==> src/rtl/pwm_tx.sv <==
// pwm_tx: PWM transmitter with a double-buffered duty word.
// A new duty word is held in a shadow register and applied only at a period
// boundary, or right away while disabled.
// Optional feature macro: PWM_TX_PERIOD_STROBE_EN adds a one-cycle
// period_strobe output that pulses at the start of every new period.
module pwm_tx #(
   parameter int WIDTH    = 8,
   parameter int PRESCALE = 4
) (
   input  logic             clk,
   input  logic             rst,
   input  logic             enable,
   input  logic [WIDTH-1:0] duty_in,
   input  logic             duty_valid,
   output logic             duty_ready,
   output logic [WIDTH-1:0] active_duty,
   output logic             pwm_out
`ifdef PWM_TX_PERIOD_STROBE_EN
   ,
   output logic             period_strobe
`endif
);

   // The prescaler needs at least one bit, even when PRESCALE is 1.
   localparam int PW = (PRESCALE > 1) ? $clog2(PRESCALE) : 1;
   localparam logic [PW-1:0] PRE_MAX = PW'(PRESCALE - 1);

   logic [PW-1:0]    pre;
   logic [WIDTH-1:0] cnt;
   logic [WIDTH-1:0] shadow;
   logic             shadow_full;
   logic             accept;
   logic             tick;
   logic             boundary;

   assign duty_ready = !shadow_full && !rst;
   assign accept     = duty_valid && duty_ready;
   assign tick       = enable && (pre == PRE_MAX);
   assign boundary   = tick && (cnt == '1);

   // Counters, shadow/active duty handoff and the registered compare output.
   always_ff @(posedge clk) begin
      if (rst) begin
         pre         <= '0;
         cnt         <= '0;
         shadow_full <= 1'b0;
         active_duty <= '0;
         pwm_out     <= 1'b0;
      end else begin
         if (!enable) begin
            pre     <= '0;
            cnt     <= '0;
            pwm_out <= 1'b0;
            // Nothing is being transmitted, so a pending word applies at once.
            if (shadow_full) begin
               active_duty <= shadow;
               shadow_full <= 1'b0;
            end
         end else begin
            pre     <= tick ? '0 : pre + PW'(1);
            if (tick) cnt <= cnt + WIDTH'(1);
            pwm_out <= (cnt < active_duty);
            // Only swap duty at the end of a full period so no period is glitched.
            if (boundary && shadow_full) begin
               active_duty <= shadow;
               shadow_full <= 1'b0;
            end
         end
         // Acceptance requires an empty shadow, so it never collides with a load.
         if (accept) begin
            shadow      <= duty_in;
            shadow_full <= 1'b1;
         end
      end
   end

`ifdef PWM_TX_PERIOD_STROBE_EN
   // One-cycle pulse coincident with cnt==0 of each new period.
   always_ff @(posedge clk) begin
      if (rst) period_strobe <= 1'b0;
      else     period_strobe <= boundary;
   end
`endif

endmodule

==> config.mk <==
export PLATFORM = sky130hd
export DESIGN_NAME = pwm_tx
export DESIGN_NICKNAME = d
export VERILOG_FILES = /design/src/rtl/pwm_tx.sv
export SDC_FILE = /design/constraint.sdc
export NUM_CORES = 1
export LEC_CHECK = 0
export ABC_AREA = 1
export CAP_MARGIN = 20
export CORE_MARGIN = 3
export CORE_UTILIZATION = 45
export CTS_BUF_LIST = sky130_fd_sc_hd__clkbuf_2
export CTS_CLUSTER_DIAMETER = 150
export DETAILED_ROUTE_END_ITERATION = 10
export PLACE_DENSITY = 0.69
export SYNTH_ARGS = -nofsm -noshare
export SYNTH_HDL_FRONTEND = slang
export SYNTH_SLANG_ARGS = --single-unit
export TNS_END_PERCENT = 20
==> constraint.sdc <==
create_clock -name clk -period 1.8 [get_ports clk]
set_input_delay 0.36 -clock clk [delete_from_list [all_inputs] [get_ports clk]]
set_output_delay 0.36 -clock clk [all_outputs]
set_load 0.03 [all_outputs]
Word level (Yosys, flattened, before mapping)
Index checks and enable logic that the tools add are counted.
W data, S select, Z words.
{"block": "word_totals", "register_bits": 28, "in_bits": 12, "out_inout_bits": 10, "elab_cells": 33}
{"block": "op_classes", "addsub": 2, "magnitude_cmp": 1, "n_eq_ne": 4, "muxes": 6, "n_bitwise": 2, "reduce_logical": 12}
{"operator": "$mux W8", "count": 3}
{"operator": "$add A8 B1 Y8 const B", "count": 1}
{"operator": "$eq A8 B8 Y1 const B", "count": 1}
{"operator": "$lt A8 B8 Y1", "count": 1}
{"operator": "$logic_and A1 B1 Y1", "count": 5}
{"operator": "$reduce_and A2 Y1", "count": 2}
{"operator": "$mux W1", "count": 3}
{"operator": "$ne A3 B1 Y1 const B", "count": 1}
{"operator": "$reduce_or A3 Y1", "count": 1}
{"operator": "$add A2 B1 Y2 const B", "count": 1}
{"operator": "$eq A2 B2 Y1 const B", "count": 1}
{"operator": "$logic_not A1 Y1", "count": 2}
{"operator": "$ne A2 B1 Y1 const B", "count": 1}
{"operator": "$not A1 Y1", "count": 2}
{"operator": "$reduce_bool A2 Y1", "count": 1}
{"operator": "$reduce_or A2 Y1", "count": 1}

Longest topological paths before layout
Gate-level depths: netlist of run 1.
{"block": "depth", "depth_word": 7, "depth_mapped": 9, "mapped_depth_nobuf": 9}

Least setup slack after synthesis of run 1
No wires, ideal clock.
{"block": "synth_timing", "kind": "register to register", "from": "register shadow_full", "to": "register shadow[0], enable pin", "setup_time_ps": 385, "t_arrival_ps": 1046, "t_required_ps": 1415, "setup_slack_ps": 369, "stages_incl_launch_ff": 2, "n_path_buf": 0, "period_less_slack_ps": 1431, "cell_sequence": "dfxtp_1 > nor3b_1"}
{"block": "synth_between", "elab_chain_len": 4}
{"element": "start, declared", "line": "31", "source": "logic shadow_full;"}
{"element": "start signal, assigned", "line": "46", "source": "shadow_full <= 1'b0;"}
{"element": "start signal, assigned", "line": "57", "source": "shadow_full <= 1'b0;"}
{"element": "start signal, assigned", "line": "66", "source": "shadow_full <= 1'b0;"}
{"element": "$logic_not A1 Y1", "line": "36", "source": "assign duty_ready = !shadow_full && !rst;"}
{"element": "$logic_and A1 B1 Y1", "line": "36"}
{"element": "$logic_and A1 B1 Y1", "line": "37", "source": "assign accept = duty_valid && duty_ready;"}
{"element": "$reduce_and A2 Y1 (no line)"}
{"element": "end signal, assigned", "line": "71", "source": "shadow <= duty_in;"}
{"element": "end, declared", "line": "30", "source": "logic [WIDTH-1:0] shadow;"}
No other way between the ends.
A chain may end at the register's enable or synchronous reset.

Worst setup path in the final report of run 1
{"block": "layout_timing", "from": "register active_duty[0]", "to": "output active_duty[0]"}
{"element": "start, declared", "line": "16", "source": "output logic [WIDTH-1:0] active_duty,"}
{"element": "start signal, assigned", "line": "56", "source": "active_duty <= shadow;"}
{"element": "start signal, assigned", "line": "65", "source": "active_duty <= shadow;"}
No word-level cell between the ends.

==> reports/metrics.cfg, run 1 <==
[synth]
synth_seq_cells=28
synth_top_area_share_pct=30.45
ys_warn_count=0
syn_nets=181
synthCells=160
synth_area_mm2=0.001315
yosys.cell_count.top_type=nand2_1
synth_top_cells_by_area=dfxtp_1 30%, edfxtp_1 18%, nand2_1 10%, ha_1 8.6%, nor2_1 6.3%
synthFlopType=dfxtp_1
synth_edf_count=8
yosys.area.top_type=dfxtp_1
async_flop_share_pct=0
ys_seq_area_share_pct=48.72
syn_avg_cell_area_um2=8.219
ys_types=21
synth_common_cells=35 x nand2_1, 22 x nor2_1, 21 x inv_1, 20 x dfxtp_1, 14 x a21oi_1

[global_routing]
grt_usage_pct=15.88
grt_max_degree=18
grt_pass1_wl_um=4298
grt_overflow_total=0
antenna_found_initial=0
grt_pass1_vias=1015

[sta]
tightest_slew_ns=0.3169
setup-tns-final_ns=0
holdWs_ns=0.4435
min_period_ns=1.527
relSlewSlack_pct=78.84
slew_violations=0
worst_clock_skew_ns=0.001765
hold_viol=0
grt_setup_unrepaired=false
final-setup-viol-count=0
finalCritPeriodShare_pct=84.81
clock.fmax_mhz=655.1

[route]
drc_errors=0
routed_wl_um=2519
wl_met1_um=1216
drtIter0Drc=48
viasPerCell=4.944
routed.top_layer=met4
drtAntennaViolNets=0
wl_met3_um=97
dr_wl_met2_um=1186
vias=1068
drtPass1Iterations=5
wl_per_cell_um=11.66

[final_layout]
nFillCells=231
nNetsFinal=208
area_delta_synth_final_pct=21.79
diodes=0
fin_cells=216
post-route-util_pct=60.78
drive_gt1_share_pct=6.452

[worst_setup_path]
crit_arrival_ns=1.17
critPathRequiredTime_ns=1.44
cp_top_family=flip-flops
end_kind=output port
critPathBufInv=1
cpPeakStageDelay_ns=0.41
crit_fanout=3
crit_slowest_cell=dfxtp_1
crit_type=reg -> out
cp_cell_sequence=dlygate4sd2_1
cp-start-kind=flip-flop

[clock_tree]
root_buffer=clkbuf_2
cts_buffers=3
ctsHoldBuffers=0
cts_tree=yes
ctsLongestPathBuffers=2
post-cts-setup-buffers=0
clk_latency_ns=0.35
clk_pin_slew_ns=0.24
h-tree-depth=1
cts.sinks=28

[pwr]
p_per_area_mw_per_mm2=676.4
seqPwrFrac_pct=63.5
p_comb_share_pct=15.8
leakagePower_nw=0.7699
switching_share_pct=26.23
p_clk_share_pct=20.7
ir_worst_vdd_mv=0.5896
net-switching-power_w=0.0002842
power.internal_w=0.0007991

[floorplanning]
start_util_pct=49.91
ios=22
coreArea_mm2=0.002635
die_area_mm2=0.003607
dieWidth_um=60.06
row_count=18
fp.dieH_um=60.06

[status]
outcome=finished, final reports clean

[placement]
dp.cells=212
io_buffers=21
place_hpwl_um=1909
gp_congestion=0.8008

[min_path]
min_path_type=reg -> reg

[flow_run]
max-cap-violations=0

-- layer usage --
metal	GRT usage [%]	up-vias
met1	19.87	484
li1	-	566
met4	3.797	0
met5	0	-
met2	26.85	16
met3	4.536	2
-- final timing paths --
path	start	to	slack, ns	depth (start not counted)
worst max-delay path	active_duty[0]$_SDFFE_PP0P_	active_duty[0]	0.27	1
worst min-delay path	pre[0]$_SDFF_PP0_	pre[0]$_SDFF_PP0_	0.44	1
worst max register to register	pre[0]$_SDFF_PP0_	active_duty[7]$_SDFFE_PP0P_	0.36	6
worst min register to register	pre[0]$_SDFF_PP0_	pre[0]$_SDFF_PP0_	0.44	1
-- flip-flops by register name, indices dropped and copies added, names as in the netlist --
| name | flops |
|---|---|
| active_duty | 8 |
| cnt | 8 |
| pre | 2 |
| pwm_out | 1 |
| shadow | 8 |
| shadow_full | 1 |
-- power groups by stage --
stage / Sequential [W] / Combinational (W) / Clock, W
finish: 0.000688 / 0.000172 / 0.000224
CTS: 0.000688 / 0.000173 / 0.000237
detailed placement: 0.000701 / 0.000177 / 0
global placement: 0.000701 / 0.000174 / 0
floorplan: 0.000726 / 0.0000707 / 0
global route: 0.000691 / 0.000189 / 0.000262
-- layout make-up --
class / count / area, um^2 / share of cell area [%]
clock buffer: 3 / 15.01 / 0.9375
clock inverter: 1 / 3.754 / 0.2344
inverter: 22 / 82.58 / 5.156
multi-input combinational: 108 / 575.6 / 35.94
sequential: 28 / 640.6 / 40.00
tap: 30 / 37.54 / 2.344
timing repair buffer: 24 / 246.5 / 15.39
-- kinds of logic after synthesis --
| logic type | count (synthesis) | synth area share [%] |
|---|---|---|
| adder cells (fa/ha/maj) | 9 | 8.563 |
| buffers and inverters | 24 | 7.516 |
| AND/OR/NAND/NOR | 77 | 26.45 |
| flip-flops | 28 | 48.72 |
| AO/OA/AOI/OAI | 22 | 8.754 |
-- repair_timing --
action / 4_1_cts / 5_1_grt
endpoints found under the setup margin: 5 / 4
endpoints found under the hold margin: 0 / 0
resized for setup: 5 / 4
-- cell usage in the layout, fill, tap and decap left out --
cell	netlist	final
dlymetal6s2s_1	0	4
edfxtp_1	8	8
clkinv_1	1	2
clkdlybuf4s50_1	0	11
dlygate4sd2_1	0	5
buf_4	0	3
nand2_1	35	35
nor2_2	1	1
nand3_1	11	11
a21oi_1	14	14
o21bai_1	1	1
inv_1	21	21
nor2_4	1	1
o21ai_0	6	6
nor3_1	2	2
ha_1	9	9
o21a_1	1	1
and3_1	1	1
dfxtp_1	20	20
nand3_2	2	2
nand3_4	1	1
clkbuf_2	0	3
nor3b_1	1	1
nor2_1	22	22
buf_12	0	1
-- stage by stage --
stage	instance area, um^2	worst slack (ns)	power (W)
after floorplan	1315	0.3690	0.0007972
after global placement	1579	0.1112	0.0008750
after detailed placement	1579	0.07760	0.0008783
after CTS	1592	0.0007618	0.001099
after global routing	1602	0.1731	0.001142
final	1602	0.2735	0.001083
Power figures use the tool's default switching activity.
==> inputs of run 2 (changes only) <==
==> constraint.sdc (replaced) <==
create_clock -name clk -period 1.6 [get_ports clk]
set_input_delay 0.32 -clock clk [delete_from_list [all_inputs] [get_ports clk]]
set_output_delay 0.32 -clock clk [all_outputs]
set_load 0.03 [all_outputs]
==> reports/metrics.cfg, run 2 (synthesis results as in run 1) <==
[worst_setup_path]
cp-start-kind=flip-flop
crit_slowest_cell=dfxtp_1
critPathBufInv=1
critPathRequiredTime_ns=1.28
cp_cell_sequence=dlygate4sd2_1
crit_fanout=2
end_kind=output port
crit_arrival_ns=1.16
cpPeakStageDelay_ns=0.40
cp_top_family=flip-flops
crit_type=reg -> out

[route]
drtPass1Iterations=4
drc_errors=0
vias=1111
wl_per_cell_um=11.76
drtIter0Drc=77
viasPerCell=5.120
drtAntennaViolNets=0
routed_wl_um=2552

[clock_tree]
root_buffer=clkbuf_2
cts_buffers=3
cts.sinks=28
clk_pin_slew_ns=0.25
post-cts-setup-buffers=0
ctsLongestPathBuffers=2
ctsHoldBuffers=0
h-tree-depth=1
ctsResizeCount=9
cts_tree=yes
clk_latency_ns=0.35

[sta]
min_period_ns=1.479
grt_setup_unrepaired=false
final-setup-viol-count=0
slew_violations=0
worst_clock_skew_ns=0.0007912
clock.fmax_mhz=676.3
setup-tns-final_ns=0
hold_viol=0
holdWs_ns=0.4567
tightest_slew_ns=0.3217
relSlewSlack_pct=78.64
finalCritPeriodShare_pct=92.41

[final_layout]
top_regs=active_duty (8), cnt (8), shadow (8)
area_delta_synth_final_pct=23.12
nNetsFinal=209
layout_commonest_cell=nand2_1
fin_cells=217
layout_common_cells=35 x nand2_1, 22 x nor2_1, 21 x inv_1, 20 x dfxtp_1, 14 x a21oi_1
diodes=0
drive_gt1_share_pct=8.556

[status]
outcome=finished, final reports clean

[floorplanning]
start_util_pct=49.91
ios=22
die_area_mm2=0.003607
dieWidth_um=60.06
row_count=18
fp.dieH_um=60.06
coreArea_mm2=0.002635

[pwr]
p_per_area_mw_per_mm2=854.5
p_total_w=0.001383
leakagePower_nw=0.7313
ir_worst_vdd_mv=0.8047

[placement]
place_hpwl_um=1965
io_buffers=21
gp_congestion=0.8606
dp.cells=213

[global_routing]
grtUsageMet2_pct=27.62
use_met1_pct=19.95
grt_max_degree=18
grt_usage_pct=16.14
grt_overflow_total=0
grt_pass1_vias=1042
grt_busiest_layer=met2
met3_usage_pct=4.536
grt_pass1_wl_um=4347
antenna_found_initial=0

[min_path]
min_path_type=reg -> reg

[flow_run]
max-cap-violations=0

==> run 2: cell count changes in the layout (fill, tap and decap cells not counted), sizes merged <==
cell          delta
clkinv           -1
bufinv           +1
clkbuf           +1
dlygate4sd2      +3
dlymetal6s2s     -4
buf              +1
==> run 2: path summary, 6_finish.rpt <==
| check | start | end | slack, ns | depth (start not counted) |
|---|---|---|---|---|
| setup / recovery | active_duty[2]$_SDFFE_PP0P_ | active_duty[2] | 0.12 | 1 |
| hold reg to reg | pre[0]$_SDFF_PP0_ | pre[0]$_SDFF_PP0_ | 0.46 | 1 |
| hold / removal | pre[0]$_SDFF_PP0_ | pre[0]$_SDFF_PP0_ | 0.46 | 1 |
| setup reg to reg | cnt[1]$_SDFFE_PP0P_ | active_duty[2]$_SDFFE_PP0P_ | 0.16 | 7 |
==> run 2: metal layers <==
layer / routed length [um] / vias to the layer above
met5: 0 / -
met4: 19 / 0
met3: 111 / 2
met2: 1251 / 30
met1: 1170 / 511
li1: - / 568
==> run 2: final cells by class <==
| cell class | count | area [um^2] |
|---|---|---|
| Clock inverter | 1 | 30.03 |
| Clock buffer | 3 | 15.01 |
| Inverter | 22 | 82.58 |
| Multi-Input combinational cell | 108 | 578.1 |
| Fill cell | 237 | 1016 |
| Tap cell | 30 | 37.54 |
| Timing Repair Buffer | 25 | 235.2 |
| Sequential cell | 28 | 640.6 |
==> run 2: worst register-to-register path, stage by stage, from the launching register on <==
cell	delay, ns
dfxtp_1	0.45
ha_1	0.18
nand3_2	0.11
nor2_4	0.15
nand3_4	0.20
nand3_1	0.13
nand2_1	0.07
nor2_1	0.10
==> run 2: stage by stage <==
stage / instance area (um^2) / worst slack (ns) / util, %
after floorplan: 1315 / 0.1690 / -
after global placement: 1587 / -0.02880 / 60.21
after detailed placement: 1587 / -0.08048 / 60.21
after CTS: 1620 / 0.04265 / 61.49
after global routing: 1619 / 0.006045 / 61.44
final: 1619 / 0.1214 / 61.44
==> run 2: power breakdown <==
group | switching, W | internal, W | leakage, nW | total, W
sequential | 0.0000142 | 0.000760 | 0.237 | 0.000775
combinational | 0.000108 | 0.0000804 | 0.467 | 0.000189
clock | 0.000205 | 0.000215 | 0.0266 | 0.000420
total | 0.000328 | 0.00106 | 0.731 | 0.00138
==> inputs of run 3 (changes only) <==
--- a/config.mk
+++ b/config.mk
@@ -12,6 +12,7 @@
 export CTS_BUF_LIST = sky130_fd_sc_hd__clkbuf_2
 export CTS_CLUSTER_DIAMETER = 150
 export DETAILED_ROUTE_END_ITERATION = 10
+export GPL_ROUTABILITY_DRIVEN = 0
 export PLACE_DENSITY = 0.69
 export SYNTH_ARGS = -nofsm -noshare
 export SYNTH_HDL_FRONTEND = slang
==> results of run 3 <==
Final layout, timing and power as in run 2 (identical DEF).
